<file path="src/rtl/cma_ext_seq.sv">
// Job sequencer for the CMA array top: streams load words into the external port,
// arms the array, waits for completion (with timeout) and streams readback results.
module cma_ext_seq #(
    parameter int DATA_W  = 32,
    parameter int EXA_W   = 14,
    parameter int ROMUL_W = 2,
    parameter int TO_CYC  = 65535
) (
    input  logic               i_clk,
    input  logic               i_rst_n,
    input  logic               i_start,
    input  logic               i_bank_in,
    input  logic [EXA_W-1:0]   i_wr_base,
    input  logic [EXA_W-1:0]   i_rd_base,
    input  logic [EXA_W-1:0]   i_wr_cnt,
    input  logic [EXA_W-1:0]   i_rd_cnt,
    input  logic               i_src_valid,
    input  logic [ROMUL_W-1:0] i_src_romul,
    input  logic [DATA_W-1:0]  i_src_data,
    output logic               o_src_ready,
    output logic               o_exwe,
    output logic               o_exre,
    output logic [EXA_W-1:0]   o_exa,
    output logic [DATA_W-1:0]  o_exwd,
    output logic [ROMUL_W-1:0] o_exromul,
    input  logic [DATA_W-1:0]  i_exrd,
    output logic               o_cbank,
    output logic               o_run,
    input  logic               i_done,
    output logic               o_res_valid,
    output logic [DATA_W-1:0]  o_res_data,
    input  logic               i_res_ready,
    output logic               o_busy,
    output logic               o_err
);

    localparam logic [2:0] S_IDLE      = 3'd0;
    localparam logic [2:0] S_LOAD      = 3'd1;
    localparam logic [2:0] S_ARM       = 3'd2;
    localparam logic [2:0] S_WAIT_DONE = 3'd3;
    localparam logic [2:0] S_RD_ISSUE  = 3'd4;
    localparam logic [2:0] S_RD_CAP    = 3'd5;
    localparam logic [2:0] S_RD_HOLD   = 3'd6;

    localparam int               TO_W      = $clog2(TO_CYC + 1);
    localparam logic [TO_W-1:0]  L_TO_LAST = TO_W'(TO_CYC - 1);
    localparam logic [TO_W-1:0]  L_TO_ONE  = {{(TO_W-1){1'b0}}, 1'b1};
    localparam logic [EXA_W-1:0] L_A_ZERO  = {EXA_W{1'b0}};
    localparam logic [EXA_W-1:0] L_A_ONE   = {{(EXA_W-1){1'b0}}, 1'b1};

    logic [2:0]        r_state;
    logic [2:0]        w_next_state;
    logic [EXA_W-1:0]  r_wr_addr;
    logic [EXA_W-1:0]  r_wr_left;
    logic [EXA_W-1:0]  r_rd_addr;
    logic [EXA_W-1:0]  r_rd_left;
    logic [TO_W-1:0]   r_to_cnt;
    logic              r_run;
    logic              r_cbank;
    logic              r_err;
    logic [DATA_W-1:0] r_res_data;
    logic              w_wr_hs;
    logic              w_start_acc;
    logic              w_to_hit;

    assign w_start_acc = (r_state == S_IDLE) && i_start;
    assign w_wr_hs     = (r_state == S_LOAD) && i_src_valid;
    assign w_to_hit    = (r_state == S_WAIT_DONE) && (r_to_cnt == L_TO_LAST);

    // Next-state selection; DONE takes priority over a timeout in the same cycle.
    always_comb begin
        w_next_state = r_state;
        case (r_state)
            S_IDLE: begin
                if (i_start) begin
                    w_next_state = (i_wr_cnt != L_A_ZERO) ? S_LOAD : S_ARM;
                end else begin
                    w_next_state = S_IDLE;
                end
            end
            S_LOAD: begin
                if (w_wr_hs && (r_wr_left == L_A_ONE)) begin
                    w_next_state = S_ARM;
                end else begin
                    w_next_state = S_LOAD;
                end
            end
            S_ARM: begin
                w_next_state = S_WAIT_DONE;
            end
            S_WAIT_DONE: begin
                if (i_done) begin
                    w_next_state = (r_rd_left != L_A_ZERO) ? S_RD_ISSUE : S_IDLE;
                end else if (w_to_hit) begin
                    w_next_state = S_IDLE;
                end else begin
                    w_next_state = S_WAIT_DONE;
                end
            end
            S_RD_ISSUE: begin
                w_next_state = S_RD_CAP;
            end
            S_RD_CAP: begin
                w_next_state = S_RD_HOLD;
            end
            S_RD_HOLD: begin
                if (i_res_ready) begin
                    w_next_state = (r_rd_left == L_A_ONE) ? S_IDLE : S_RD_ISSUE;
                end else begin
                    w_next_state = S_RD_HOLD;
                end
            end
            default: begin
                w_next_state = S_IDLE;
            end
        endcase
    end

    // State register.
    always_ff @(posedge i_clk or negedge i_rst_n) begin
        if (!i_rst_n) begin
            r_state <= S_IDLE;
        end else begin
            r_state <= w_next_state;
        end
    end

    // Job parameters and running address / remaining-word counters.
    always_ff @(posedge i_clk or negedge i_rst_n) begin
        if (!i_rst_n) begin
            r_wr_addr <= L_A_ZERO;
            r_wr_left <= L_A_ZERO;
            r_rd_addr <= L_A_ZERO;
            r_rd_left <= L_A_ZERO;
        end else begin
            case (r_state)
                S_IDLE: begin
                    if (i_start) begin
                        r_wr_addr <= i_wr_base;
                        r_wr_left <= i_wr_cnt;
                        r_rd_addr <= i_rd_base;
                        r_rd_left <= i_rd_cnt;
                    end
                end
                S_LOAD: begin
                    if (i_src_valid) begin
                        r_wr_addr <= r_wr_addr + L_A_ONE;
                        r_wr_left <= r_wr_left - L_A_ONE;
                    end
                end
                S_RD_HOLD: begin
                    if (i_res_ready) begin
                        r_rd_addr <= r_rd_addr + L_A_ONE;
                        r_rd_left <= r_rd_left - L_A_ONE;
                    end
                end
                default: begin
                    r_wr_addr <= r_wr_addr;
                end
            endcase
        end
    end

    // Cycles spent in WAIT_DONE, restarted on every entry.
    always_ff @(posedge i_clk or negedge i_rst_n) begin
        if (!i_rst_n) begin
            r_to_cnt <= {TO_W{1'b0}};
        end else if (r_state == S_WAIT_DONE) begin
            r_to_cnt <= r_to_cnt + L_TO_ONE;
        end else begin
            r_to_cnt <= {TO_W{1'b0}};
        end
    end

    // Array control: RUN follows WAIT_DONE, bank held for the whole job, sticky timeout.
    always_ff @(posedge i_clk or negedge i_rst_n) begin
        if (!i_rst_n) begin
            r_run   <= 1'b0;
            r_cbank <= 1'b0;
            r_err   <= 1'b0;
        end else begin
            r_run <= (w_next_state == S_WAIT_DONE);
            if (w_start_acc) begin
                r_cbank <= i_bank_in;
            end else if (w_next_state == S_IDLE) begin
                r_cbank <= 1'b0;
            end
            if (w_start_acc) begin
                r_err <= 1'b0;
            end else if (w_to_hit && !i_done) begin
                r_err <= 1'b1;
            end
        end
    end

    // Readback capture; the value stays put until the next RD_CAP.
    always_ff @(posedge i_clk or negedge i_rst_n) begin
        if (!i_rst_n) begin
            r_res_data <= {DATA_W{1'b0}};
        end else if (r_state == S_RD_CAP) begin
            r_res_data <= i_exrd;
        end
    end

    // External port: load path is a same-cycle pass-through of the accepted word.
    always_comb begin
        o_exa = L_A_ZERO;
        case (r_state)
            S_LOAD:     o_exa = r_wr_addr;
            S_RD_ISSUE: o_exa = r_rd_addr;
            default:    o_exa = L_A_ZERO;
        endcase
    end

    assign o_exwe      = w_wr_hs;
    assign o_exwd      = w_wr_hs ? i_src_data : {DATA_W{1'b0}};
    assign o_exromul   = w_wr_hs ? i_src_romul : {ROMUL_W{1'b0}};
    assign o_exre      = (r_state == S_RD_ISSUE);
    assign o_src_ready = (r_state == S_LOAD);
    assign o_res_valid = (r_state == S_RD_HOLD);
    assign o_res_data  = r_res_data;
    assign o_busy      = (r_state != S_IDLE);
    assign o_run       = r_run;
    assign o_cbank     = r_cbank;
    assign o_err       = r_err;

endmodule
</file>
<file path="config.mk">
export PLATFORM = sky130hd
export DESIGN_NAME = cma_ext_seq
export DESIGN_NICKNAME = d
export VERILOG_FILES = /design/src/rtl/cma_ext_seq.sv
export SDC_FILE = /design/constraint.sdc
export NUM_CORES = 1
export LEC_CHECK = 0
export CORE_UTILIZATION = 45
export DETAILED_ROUTE_END_ITERATION = 16
export HOLD_SLACK_MARGIN = 0.06
export PLACE_DENSITY = 0.82
export REMOVE_ABC_BUFFERS = 1
export SETUP_SLACK_MARGIN = 0.15
export SYNTH_ARGS = -nofsm -noshare
export SYNTH_HDL_FRONTEND = slang
export SYNTH_SLANG_ARGS = --single-unit
</file>
<file path="constraint.sdc">
create_clock -name i_clk -period 2.7 [get_ports i_clk]
set_input_delay 0.81 -clock i_clk [delete_from_list [all_inputs] [get_ports i_clk]]
set_output_delay 0.81 -clock i_clk [all_outputs]
set_load 0.005 [all_outputs]
</file>
After elaboration in Yosys (flattened, before gate mapping)
Cells that the tools add are included.

Add/sub/neg operators: 5. Eq/ne operators: 13. Mux-type cells: 29. Reduce and logical (&&, ||, !) cells: 17.

Operator list (count): 14-bit case mux with 2 select lines (5); 14-bit two-way mux (8); 32-bit two-way mux (1); 14-bit by 1-bit adder with 14-bit output, second input constant (2); 14-bit by 1-bit == test with 1-bit output, second input constant (2); 14-bit nonzero test (2); 14-bit by 1-bit subtractor with 14-bit output, second input constant (2); 3-bit case mux with 7 select lines (1); 16-bit by 1-bit adder with 16-bit output, second input constant (1); 16-bit == test, second input constant (1); 16-bit two-way mux (1); 3-bit two-way mux (4); 2-bit two-way mux (5); 3-bit by 2-bit == test with 1-bit output, second input constant (3); 3-bit == test, second input constant (3); 2-bit nonzero test (4); 3-bit logical NOT (2); 3-bit AND reduction (2); 1-bit logical AND (5); 1-bit two-way mux (4); 2-bit != test, second input constant (2); 3-bit by 1-bit == test with 1-bit output, second input constant (1); 3-bit nonzero test (1); 2-bit by 1-bit != test with 1-bit output, second input constant (1); 1-bit logical NOT (1).

Register bits after elaboration: 110. Bits of input ports: 129. Output and inout bits: 88. Logic and storage cells: 74.

Longest topological paths before layout
Gate-level depths: netlist of run 1.

Depth after elaboration: 8. Gate-level depth with buffers: 11. Depth with buffers taken out: 9.

Worst setup path after synthesis of run 1
Ideal clock, no wire load.

Kind: reg-to-output. Start point: reg r_state[0]. End point: out o_exromul[0]. Arrival: 1736 ps. Required time: 1890 ps. Slack: 154 ps. Stages on the path, launching flop included: 9. Path buffers: 4. Cells stage by stage: dfrtp_1 clkbuf_1 nor2b_1 nand2b_1 inv_1 clkbuf_1 buf_2 buf_2 and3_1.

Longest elaborated chain between the ends: 3.

RTL lines: from (decl) (RTL line 51) `logic [2:0] r_state;`; from (signal assigned) (RTL line 124) `r_state <= w_next_state;`; 3-bit by 1-bit == test with 1-bit output; net o_src_ready (RTL line 20) `output logic o_src_ready,`; 1-bit logical AND (RTL line 67) `assign w_wr_hs = (r_state == S_LOAD) && i_src_valid;`; 2-bit two-way mux (RTL line 217) `assign o_exromul = w_wr_hs ? i_src_romul : {ROMUL_W{1'b0}};`; to (decl) (RTL line 25) `output logic [ROMUL_W-1:0] o_exromul,`.

The timed path passes the listed nets, and every way through them passes these cells.

Worst setup path in the final report of run 1
Start point: reg r_state[0]. End point: out o_exa[9].

Longest elaborated chain between the ends: 2.

RTL lines: 3-bit == test or 3-bit by 1-bit == test with 1-bit output (tied branches) (RTL line 208) `case (r_state)`; 14-bit case mux with 2 select lines * (RTL line 208); to (decl) (RTL line 23) `output logic [EXA_W-1:0] o_exa,`.

Mark *: on every way between the ends. The rest lies on a longest branch, timed or not.

==> out/qor.yml, run 1 <==
wirelength_um: 19100
port_buffers: 216
synth_xor_area_share_pct: 1.44
final_core_util_pct: 70.3
rows: 42
yosys_warnings: 0
fin_tns_setup_ns: 0
rsz0062_at_grt: "true"
grt_pass1_vias: 6232
synth_top_family_by_area: "simple AND/OR/NAND/NOR gates"
postSynthAreaPerCell_um2: 8.75
slowest_stage: "dfrtp_1"
antenna_found_initial: 0
crit_path_end_kind: "output port"
drc: 0
n_fill_cell: 1052
synthFlopType: "dfrtp_1"
drtIter0Drc: 580
ff2ff_setup_slack_ns: 0.23
diodes: 0
hold_viol: 0
slew_headroom_pct: 51.8
finalMaxSlewViolations: 0
dp_hpwl_um: 12300
synth_adder_area_share_pct: 1.85
clk_path_buf_depth: 2
yosys-mux-area-fraction_pct: 6.08
clockRootBuffer: "clkbuf_16"
fp.dieW_um: 118
ctsHtreeMaxLevel: 3
cp_cell_sequence: "nor2b_4, nand2b_4, inv_8, buf_6, buf_12, buf_16, buf_12, nand2_4, nand2_1, buf_2"
synthCells: 696
start_util_pct: 46.0
areaGrowthSynthToFinish_pct: 52.8
synth_area_mm2: 0.00609
setup_viol: 0
crit_path_frequent_cell: "buf_12"
crit_family: "buffers and inverters"
status: "completed"
numCtsBuffers: 9
synth-edff-count: 0
yosys.area_share.simple_pct: 23.6
critPathBufInv: 6
gr-usage-all-layers_pct: 27.6
cp_data_arrival_time_ns: 1.74
fin_crit_sh_pct: 94.6
clock_sinks: 110
hp-start: "r_rd_left[9]$_DFFE_PN0P_"
io_pins: 217
dieArea_mm2: 0.0140
drv_cap: 0
layout_common_cells: "161 x clkdlybuf4s50_1, 110 x dfrtp_1, 81 x a21oi_1, 75 x nor2_1, 68 x nand2_1"
core_mm2: 0.0132
synth_compound_area_share_pct: 18.1
max_stage_delay_ns: 0.40
vias: 6356
clk_latency_ns: 0.36
layout-drive-gt1-share_pct: 18.1
crit_fanout: 7
final_common_cell: "clkdlybuf4s50_1"
gp_congestion: 0.824
first_pass_iters: 5
grt_overflow_total: 0
r2r_end: "r_wr_left[12]$_DFFE_PN0P_"
r2r_cells: 8
peakVddDrop_mv: 0.624
critPathLaunchType: "register"
nets: 1071
skew_ns: 0.00819
synth-seq-cells: 110
worstPathRequired_ns: 1.89
path_clk_slew_ns: 0.07
hold_depth: 2
p_per_area_mw_per_mm2: 904
synth.distinct_cells: 53
wire_per_inst_um: 17.1
min_to: "r_rd_left[9]$_DFFE_PN0P_"
synthArstFlopShare_pct: 100
p_leak_uw: 0.00403
ant_nets: 0
yosysSeqAreaShare_pct: 45.2
fmax_ghz: 0.392
grt_pass1_wl_um: 30900
cts_tree: "built"
min_path_type: "register to register"
vias_per_cell: 5.71
grt_max_degree: 111
die_h_um: 118
r2r_start: "r_wr_left[0]$_DFFE_PN0P_"
crit_type: "register to output port"
layout_min_cycle_time_ns: 2.55
tightest_slew_ns: 0.721
per-layer routing:
layer  track usage [%]  vias up  wire length, um
li1                  -     2993                -
met1              35.3     3032             8010
met2              46.0      301             9140
met3              8.16       30             1570
met4              6.17        0              353
met5                 0        -                0
registers in the layout (all words and copies together) (netlist names), 3 cells and up:
register,count
o_res_data,32
r_rd_addr,14
r_rd_left,14
r_state,3
r_to_cnt,16
r_wr_addr,14
r_wr_left,14
report_power, final:
| part | total (uW) | switching (uW) | internal [uW] | leakage, uW |
|---|---|---|---|---|
| clock network | 1480 | 640 | 844 | 0.000155 |
| logic | 3910 | 1740 | 2170 | 0.00255 |
| registers | 3020 | 688 | 2340 | 0.00133 |
| total | 8420 | 3070 | 5350 | 0.00403 |
kinds of logic after synthesis:
logic type               Yosys count
AND/OR/NAND/NOR                  287
buffers and inverters             56
multiplexers                      33
AO/OA/AOI/OAI                    191
XOR/XNOR                          10
adder cells (fa/ha/maj)            9
flip-flops                       110
Yosys cell counts (2+ instances only):
cell / count / area (um2)
dfrtp_1: 110 / 2750
a21oi_1: 82 / 410
nor2_1: 76 / 285
nand2_1: 71 / 267
o21ai_0: 52 / 260
and3_1: 42 / 263
mux2_2: 32 / 360
nand3_1: 26 / 130
clkbuf_1: 25 / 93.8
nor3_1: 16 / 80.1
buf_2: 14 / 70.1
o22ai_1: 14 / 87.6
inv_1: 12 / 45.0
nor4_1: 12 / 75.1
ha_1: 9 / 113
nand4_1: 9 / 56.3
or3_1: 9 / 56.3
xor2_1: 8 / 70.1
a22o_1: 7 / 61.3
a22oi_1: 7 / 52.6
o2bb2ai_1: 7 / 61.3
a31oi_1: 5 / 31.3
buf_1: 5 / 18.8
a21o_1: 4 / 30.0
nand2b_1: 3 / 18.8
a211oi_1: 2 / 15.0
a41o_1: 2 / 20.0
and2_1: 2 / 12.5
and4_1: 2 / 17.5
nand3b_1: 2 / 15.0
nand4b_1: 2 / 17.5
nor4b_1: 2 / 17.5
o21a_1: 2 / 15.0
o22a_1: 2 / 17.5
or2_2: 2 / 12.5
xnor2_1: 2 / 17.5
worst min-delay path, stage by stage (launching register included):
cell and delay (ns):
dfrtp_1 0.35, nand2_1 0.05, o21ai_0 0.06
area by class of cell:
class	count	area, um2	area share (%)
well taps	176	220	2.37
multi-input cells	530	3240	34.8
repair buffers	270	2710	29.2
clock buffers	10	239	2.57
clock inverters	6	92.6	0.995
inverters	12	52.6	0.565
flip-flops and latches	110	2750	29.6
what timing repair did:
action,CTS,global route
hold buffers,0,0
gates resized for setup,129,48
pin swaps,2,6
endpoints found under the setup margin,53,59
buffers inserted,16,2
gates cloned,6,1
worst max path at each step:
stage                                     from                         to  cells after the start
after floorplan           r_state[0]$_DFF_PN0_  r_wr_addr[13]$_DFFE_PN0P_                      8
after global placement             i_src_valid                 o_exwd[17]                      4
after detailed placement           i_src_valid                 o_exwd[13]                      4
after CTS                 r_state[0]$_DFF_PN0_                 o_exwd[22]                      8
after global routing      r_state[0]$_DFF_PN0_                   o_exa[9]                     10
final                     r_state[0]$_DFF_PN0_                   o_exa[9]                     10
metrics by stage:
stage / setup WS, ns / std cells / power, uW / hold WS (ns) / area (um2)
after floorplan: -1.14 / 652 / 4750 / 0.449 / 5910
after global placement: -0.241 / 1073 / 6470 / 0.466 / 8590
after detailed placement: -0.302 / 1073 / 6570 / 0.472 / 8590
after CTS: 0.0865 / 1111 / 8360 / 0.499 / 9230
after global routing: 0.0669 / 1114 / 8980 / 0.523 / 9310
final: 0.146 / 1114 / 8420 / 0.495 / 9310
Power figures use the tool's default switching activity.
==> run 2: changes to the inputs <==
--- a/config.mk
+++ b/config.mk
@@ -5,6 +5,7 @@
 export SDC_FILE = /design/constraint.sdc
 export NUM_CORES = 1
 export LEC_CHECK = 0
+export CAP_MARGIN = 10
 export CORE_UTILIZATION = 45
 export DETAILED_ROUTE_END_ITERATION = 16
 export HOLD_SLACK_MARGIN = 0.06
==> out/qor.yml, run 2 (synthesis results as in run 1) <==
drc: 0  # unchanged
wirelength_um: 19100  # about the same
rsz0062_at_grt: "true"  # unchanged
peakVddDrop_mv: 0.624  # about the same
hold_viol: 0  # unchanged
antenna_found_initial: 0  # unchanged
r2r_start: "r_wr_left[0]$_DFFE_PN0P_"  # unchanged
layout_min_cycle_time_ns: 2.54  # was 2.55 ns
p_per_area_mw_per_mm2: 905  # was 904 mW/mm2
drtIter0Drc: 621  # was 580
numCtsBuffers: 9  # unchanged
gr-usage-all-layers_pct: 27.6  # unchanged
ff2ff_setup_slack_ns: 0.22  # was 0.23 ns
r2r_end: "r_wr_left[12]$_DFFE_PN0P_"  # unchanged
skew_ns: 0.00933  # was 0.00819 ns
crit_type: "input pin to output port"  # was register to output port
seqPwrFrac_pct: 35.9  # about the same
ant_nets: 0  # unchanged
met3_length_um: 1530  # was 1570 um
status: "completed"  # unchanged
worstPathRequired_ns: 1.89  # about the same
layoutNonFillerInstCount: 1113  # was 1114
start_util_pct: 46.0  # unchanged
nets: 1070  # was 1071
final_core_util_pct: 70.2  # was 70.3%
p_switching_uw: 3070  # about the same
die_h_um: 118  # unchanged
grt_max_degree: 111  # unchanged
rows: 42  # unchanged
slew_headroom_pct: 52.5  # was 51.8%
crit_fanout: 1  # was 7
r2r_cells: 8  # unchanged
layout_common_cells: "161 x clkdlybuf4s50_1, 110 x dfrtp_1, 81 x a21oi_1, 75 x nor2_1, 68 x nand2_1"  # unchanged
first_pass_iters: 7  # was 5
crit_path_end: "o_exwd[13]"  # was o_exa[9]
grt_pass1_vias: 6232  # unchanged
p_leak_uw: 0.00402  # was 0.00403 uW
path_clk_slew_ns: 0.07  # about the same
final_common_cell: "clkdlybuf4s50_1"  # unchanged
internal_power_uw: 5340  # was 5350 uW
clock_sinks: 110  # unchanged
grt_overflow_total: 0  # unchanged
crit_start: "i_src_data[13]"  # was r_state[0]$_DFF_PN0_
port_buffers: 216  # unchanged
dp_hpwl_um: 12300  # unchanged
vias_per_cell: 5.68  # was 5.71
ctsHtreeMaxLevel: 3  # unchanged
fin_crit_sh_pct: 94.2  # was 94.6%
diodes: 0  # unchanged
clk_path_buf_depth: 2  # unchanged
hold_buffers: 0  # unchanged
dieArea_mm2: 0.0140  # unchanged
clk_latency_ns: 0.36  # about the same
vias: 6325  # was 6356
gp_congestion: 0.824  # unchanged
fp.dieW_um: 118  # unchanged
fmax_ghz: 0.393  # was 0.392 GHz
clockRootBuffer: "clkbuf_16"  # unchanged
comb_power_share_pct: 46.5  # about the same
placed_cells: 1073  # unchanged
cp_data_arrival_time_ns: 1.73  # was 1.74 ns
clkPwrFrac_pct: 17.6  # about the same
p_sw_share_pct: 36.5  # about the same
tightest_slew_ns: 0.713  # was 0.721 ns
layout-drive-gt1-share_pct: 17.9  # was 18.1%
top_layer: "met4"  # unchanged
io_pins: 217  # unchanged
finalMaxSlewViolations: 0  # unchanged
critPathLaunchType: "input pin"  # was register
wl_met2_um: 9260  # was 9140 um
cts_tree: "built"  # unchanged
wl_met1_um: 8020  # was 8010 um
crit_path_end_kind: "output port"  # unchanged
grt_pass1_wl_um: 30900  # unchanged
setup_viol: 0  # unchanged
core_mm2: 0.0132  # unchanged
drv_cap: 0  # unchanged
largest_reg_flops: 32  # unchanged
areaGrowthSynthToFinish_pct: 52.5  # was 52.8%
wire_per_inst_um: 17.2  # was 17.1 um
min_path_type: "input pin to asynchronous set/reset pin"  # was register to register
-- run 2: cell types whose count changed in the layout (fill, tap and decap cells not counted), sizes merged --
cell | before | now
clkbuf | 28 | 27
dlygate4sd2 | 19 | 18
clkdlybuf4s15 | 5 | 6
-- run 2: through the flow --
stage	hold slack, ns	total power, uW	cell area, um2	worst slack (ns)	TNS, ns
floorplan	0.449	4750	5910	-1.14	-71.43
global placement	0.466	6470	8590	-0.241	-8.33
detailed placement	0.472	6570	8590	-0.302	-10.04
CTS	0.499	8360	9230	0.0865	0
global route	0.523	8980	9290	0.0877	0
finish	0.493	8410	9290	0.156	0
-- run 2: worst min-delay path by stage --
stage,cells after the start,slack [ns],endpoint,start
2_1_floorplan,2,0.45,r_rd_left[9]$_DFFE_PN0P_,r_rd_left[9]$_DFFE_PN0P_
6_report,2,0.49,r_rd_left[12]$_DFFE_PN0P_,i_rst_n
3_5_place_dp,2,0.47,r_rd_left[13]$_DFFE_PN0P_,r_rd_left[13]$_DFFE_PN0P_
5_1_grt,1,0.52,o_res_data[20]$_DFFE_PN0P_,o_res_data[20]$_DFFE_PN0P_
4_1_cts,2,0.50,r_rd_left[9]$_DFFE_PN0P_,r_rd_left[9]$_DFFE_PN0P_
3_3_place_gp,2,0.47,r_rd_left[13]$_DFFE_PN0P_,r_rd_left[13]$_DFFE_PN0P_
-- run 2: timing repair --
| item | CTS | global route |
|---|---|---|
| pin swaps | 2 | 8 |
| endpoints found under the hold margin | 0 | 0 |
| setup endpoints to repair | 53 | 38 |
| resized for setup | 129 | 49 |
| buffers inserted | 16 | 0 |
| gates cloned | 6 | 1 |
-- run 2: area by class of cell --
| type | instances | area [um2] |
|---|---|---|
| Fill cell | 1058 | 3950 |
| Inverter | 12 | 52.6 |
| Multi-Input combinational cell | 530 | 3230 |
| Sequential cell | 110 | 2750 |
| Tap cell | 176 | 220 |
| Clock buffer | 10 | 239 |
| Clock inverter | 6 | 92.6 |
| Timing Repair Buffer | 269 | 2710 |
-- run 2: worst max-delay path, stage by stage --
cell             delay (ns)
clkdlybuf4s50_1        0.49
and3_4                 0.20
dlygate4sd2_1          0.23
-- run 2: metal layers --
| layer | global-route usage [%] | vias up |
|---|---|---|
| met5 | 0 | - |
| met4 | 6.17 | 0 |
| met3 | 8.16 | 22 |
| met2 | 46.0 | 263 |
| met1 | 35.3 | 3047 |
| li1 | - | 2993 |
-- run 2: power groups by stage --
stage	sequential [uW]	clock, uW	combinational [uW]
final	3020	1480	3910
after global routing	3120	1580	4280
after CTS	3000	1520	3850
after detailed placement	3010	0	3570
after global placement	2970	0	3500
after floorplan	2890	0	1860
==> run 3: changes to the inputs <==
--- a/config.mk
+++ b/config.mk
@@ -7,6 +7,7 @@
 export LEC_CHECK = 0
 export CAP_MARGIN = 10
 export CORE_UTILIZATION = 45
+export CTS_CLUSTER_DIAMETER = 60
 export DETAILED_ROUTE_END_ITERATION = 16
 export HOLD_SLACK_MARGIN = 0.06
 export PLACE_DENSITY = 0.82
==> constraint.sdc (replaced) <==
create_clock -name i_clk -period 2.7 [get_ports i_clk]
set_input_delay 0.81 -clock i_clk [delete_from_list [all_inputs] [get_ports i_clk]]
set_output_delay 0.81 -clock i_clk [all_outputs]
set_load 0.02 [all_outputs]
==> out/qor.yml, run 3 (synthesis results as in run 1) <==
status: "completed"  # unchanged
skew_ns: 0.00707  # was 0.00933 ns
slew_headroom_pct: 55.5  # was 52.5%
power.total_uw: 8520  # was 8410 uW
crit_type: "register to output port"  # was input pin to output port
p_leak_uw: 0.00394  # was 0.00402 uW
crit_fanout: 16  # was 1
layout-drive-gt1-share_pct: 18.3  # was 17.9%
worstPathRequired_ns: 1.89  # about the same
clk_path_buf_depth: 2  # unchanged
n_fill_cell: 1087  # was 1058
wire_per_inst_um: 16.0  # was 17.2 um
cp_data_arrival_time_ns: 1.70  # was 1.73 ns
ctsHtreeMaxLevel: 3  # unchanged
antenna_found_initial: 0  # unchanged
critPathBufInv: 3  # was 2
start_util_pct: 46.0  # unchanged
clock_sinks: 110  # unchanged
grt_max_degree: 96  # was 111
layout_min_cycle_time_ns: 2.51  # was 2.54 ns
drc: 0  # unchanged
die_h_um: 118  # unchanged
crit_start: "r_state[2]$_DFF_PN0_"  # was i_src_data[13]
grt_pass1_vias: 5774  # was 6232
peakVddDrop_mv: 0.664  # was 0.624 mV
fp.dieW_um: 118  # unchanged
largest_reg_flops: 32  # unchanged
placed_cells: 1087  # was 1073
final_common_cell: "clkdlybuf4s50_1"  # unchanged
nets: 1068  # was 1070
min_path_type: "input pin to asynchronous set/reset pin"  # unchanged
core_mm2: 0.0132  # unchanged
areaGrowthSynthToFinish_pct: 47.7  # was 52.5%
final_core_util_pct: 68.0  # was 70.2%
layoutNonFillerInstCount: 1111  # was 1113
fin_crit_sh_pct: 93.0  # was 94.2%
crit_family: "buffers and inverters"  # unchanged
fin_tns_setup_ns: 0  # unchanged
drtIter0Drc: 409  # was 621
rsz0062_at_grt: "true"  # unchanged
path_clk_slew_ns: 0.07  # about the same
grt_overflow_total: 0  # unchanged
setup_viol: 0  # unchanged
cts_tree: "built"  # unchanged
finalMaxSlewViolations: 0  # unchanged
vias: 6134  # was 6325
p_per_area_mw_per_mm2: 947  # was 905 mW/mm2
io_pins: 217  # unchanged
wirelength_um: 17800  # was 19100 um
hold_buffers: 0  # unchanged
port_buffers: 216  # unchanged
hold_viol: 0  # unchanged
drv_cap: 0  # unchanged
clk_latency_ns: 0.36  # about the same
max_stage_delay_ns: 0.38  # was 0.49 ns
gp_congestion: 0.813  # was 0.824
cp_cell_sequence: "buf_4, nand2b_1, nor2_1, buf_6, a22o_1, clkdlybuf4s15_2"  # was clkdlybuf4s50_1, and3_4, dlygate4sd2_1
layout_common_cells: "161 x clkdlybuf4s50_1, 109 x dfrtp_1, 81 x a21oi_1, 76 x nor2_1, 71 x nand2_1"  # was 161 x clkdlybuf4s50_1, 110 x dfrtp_1, 81 x a21oi_1, 75 x nor2_1, 68 x nand2_1
dieArea_mm2: 0.0140  # unchanged
grt_pass1_wl_um: 28700  # was 30900 um
ant_nets: 0  # unchanged
hold_ws_ns: 0.305  # was 0.493 ns
vias_per_cell: 5.52  # was 5.68
numCtsBuffers: 9  # unchanged
r2r_start: "r_wr_left[1]$_DFFE_PN0P_"  # was r_wr_left[0]$_DFFE_PN0P_
diodes: 0  # unchanged
dp_hpwl_um: 12400  # was 12300 um
critPathLaunchType: "register"  # was input pin
crit_path_end_kind: "output port"  # unchanged
tightest_slew_ns: 0.667  # was 0.713 ns
first_pass_iters: 5  # was 7
slowest_stage: "dfrtp_1"  # was clkdlybuf4s50_1
clockRootBuffer: "clkbuf_16"  # unchanged
gr-usage-all-layers_pct: 25.6  # was 27.6%
fmax_ghz: 0.398  # was 0.393 GHz
rows: 42  # unchanged
## run 3: final timing paths
kind / to / slack, ns / cells after the start
min in group i_clk: r_rd_left[13]$_DFFE_PN0P_ / 0.49 / 2
max reg2reg: r_wr_left[12]$_DFFE_PN0P_ / 0.25 / 8
max in group asynchronous: o_res_data[21]$_DFFE_PN0P_ / 1.62 / 2
min: r_rd_left[12]$_DFFE_PN0P_ / 0.31 / 1
max: o_exa[10] / 0.19 / 6
min reg2reg: r_rd_left[13]$_DFFE_PN0P_ / 0.49 / 2
## run 3: power breakdown
part | switching [uW] | total [uW] | leakage (uW) | internal [uW]
logic | 2150 | 4130 | 0.00247 | 1990
clock network | 656 | 1390 | 0.000148 | 733
registers | 661 | 3000 | 0.00132 | 2340
## run 3: per-layer routing
metal  share of wire, %  vias up  routed length (um)  global-route usage (%)
li1                   -     2989                   -                       -
met1                 44     2860                7870                    34.2
met2                 46      255                8250                    40.1
met3                7.4       30                1330                    7.58
met4                2.1        0                 367                    7.29
met5                  0        -                   0                       0
## run 3: repair_timing
action | in CTS | in global routing
setup buffers | 2 | 1
gates cloned | 3 | 1
setup endpoints to repair | 53 | 43
resized for setup | 194 | 23
## run 3: area by class of cell
cell class	instances	area (um2)	area share, %
Timing Repair Buffer	267	2510	27.9
Sequential cell	110	2750	30.6
Inverter	12	50.0	0.556
Multi-Input combinational cell	530	3150	35.0
Clock buffer	9	225	2.50
Tap cell	176	220	2.45
Clock inverter	7	83.8	0.931
## run 3: metrics by stage
stage | instance area, um2 | setup WS (ns)
after floorplan | 5910 | -1.31
after global placement | 8690 | -0.345
after detailed placement | 8690 | -0.408
after CTS | 8950 | 0.0563
after global routing | 9000 | 0.117
final | 9000 | 0.189
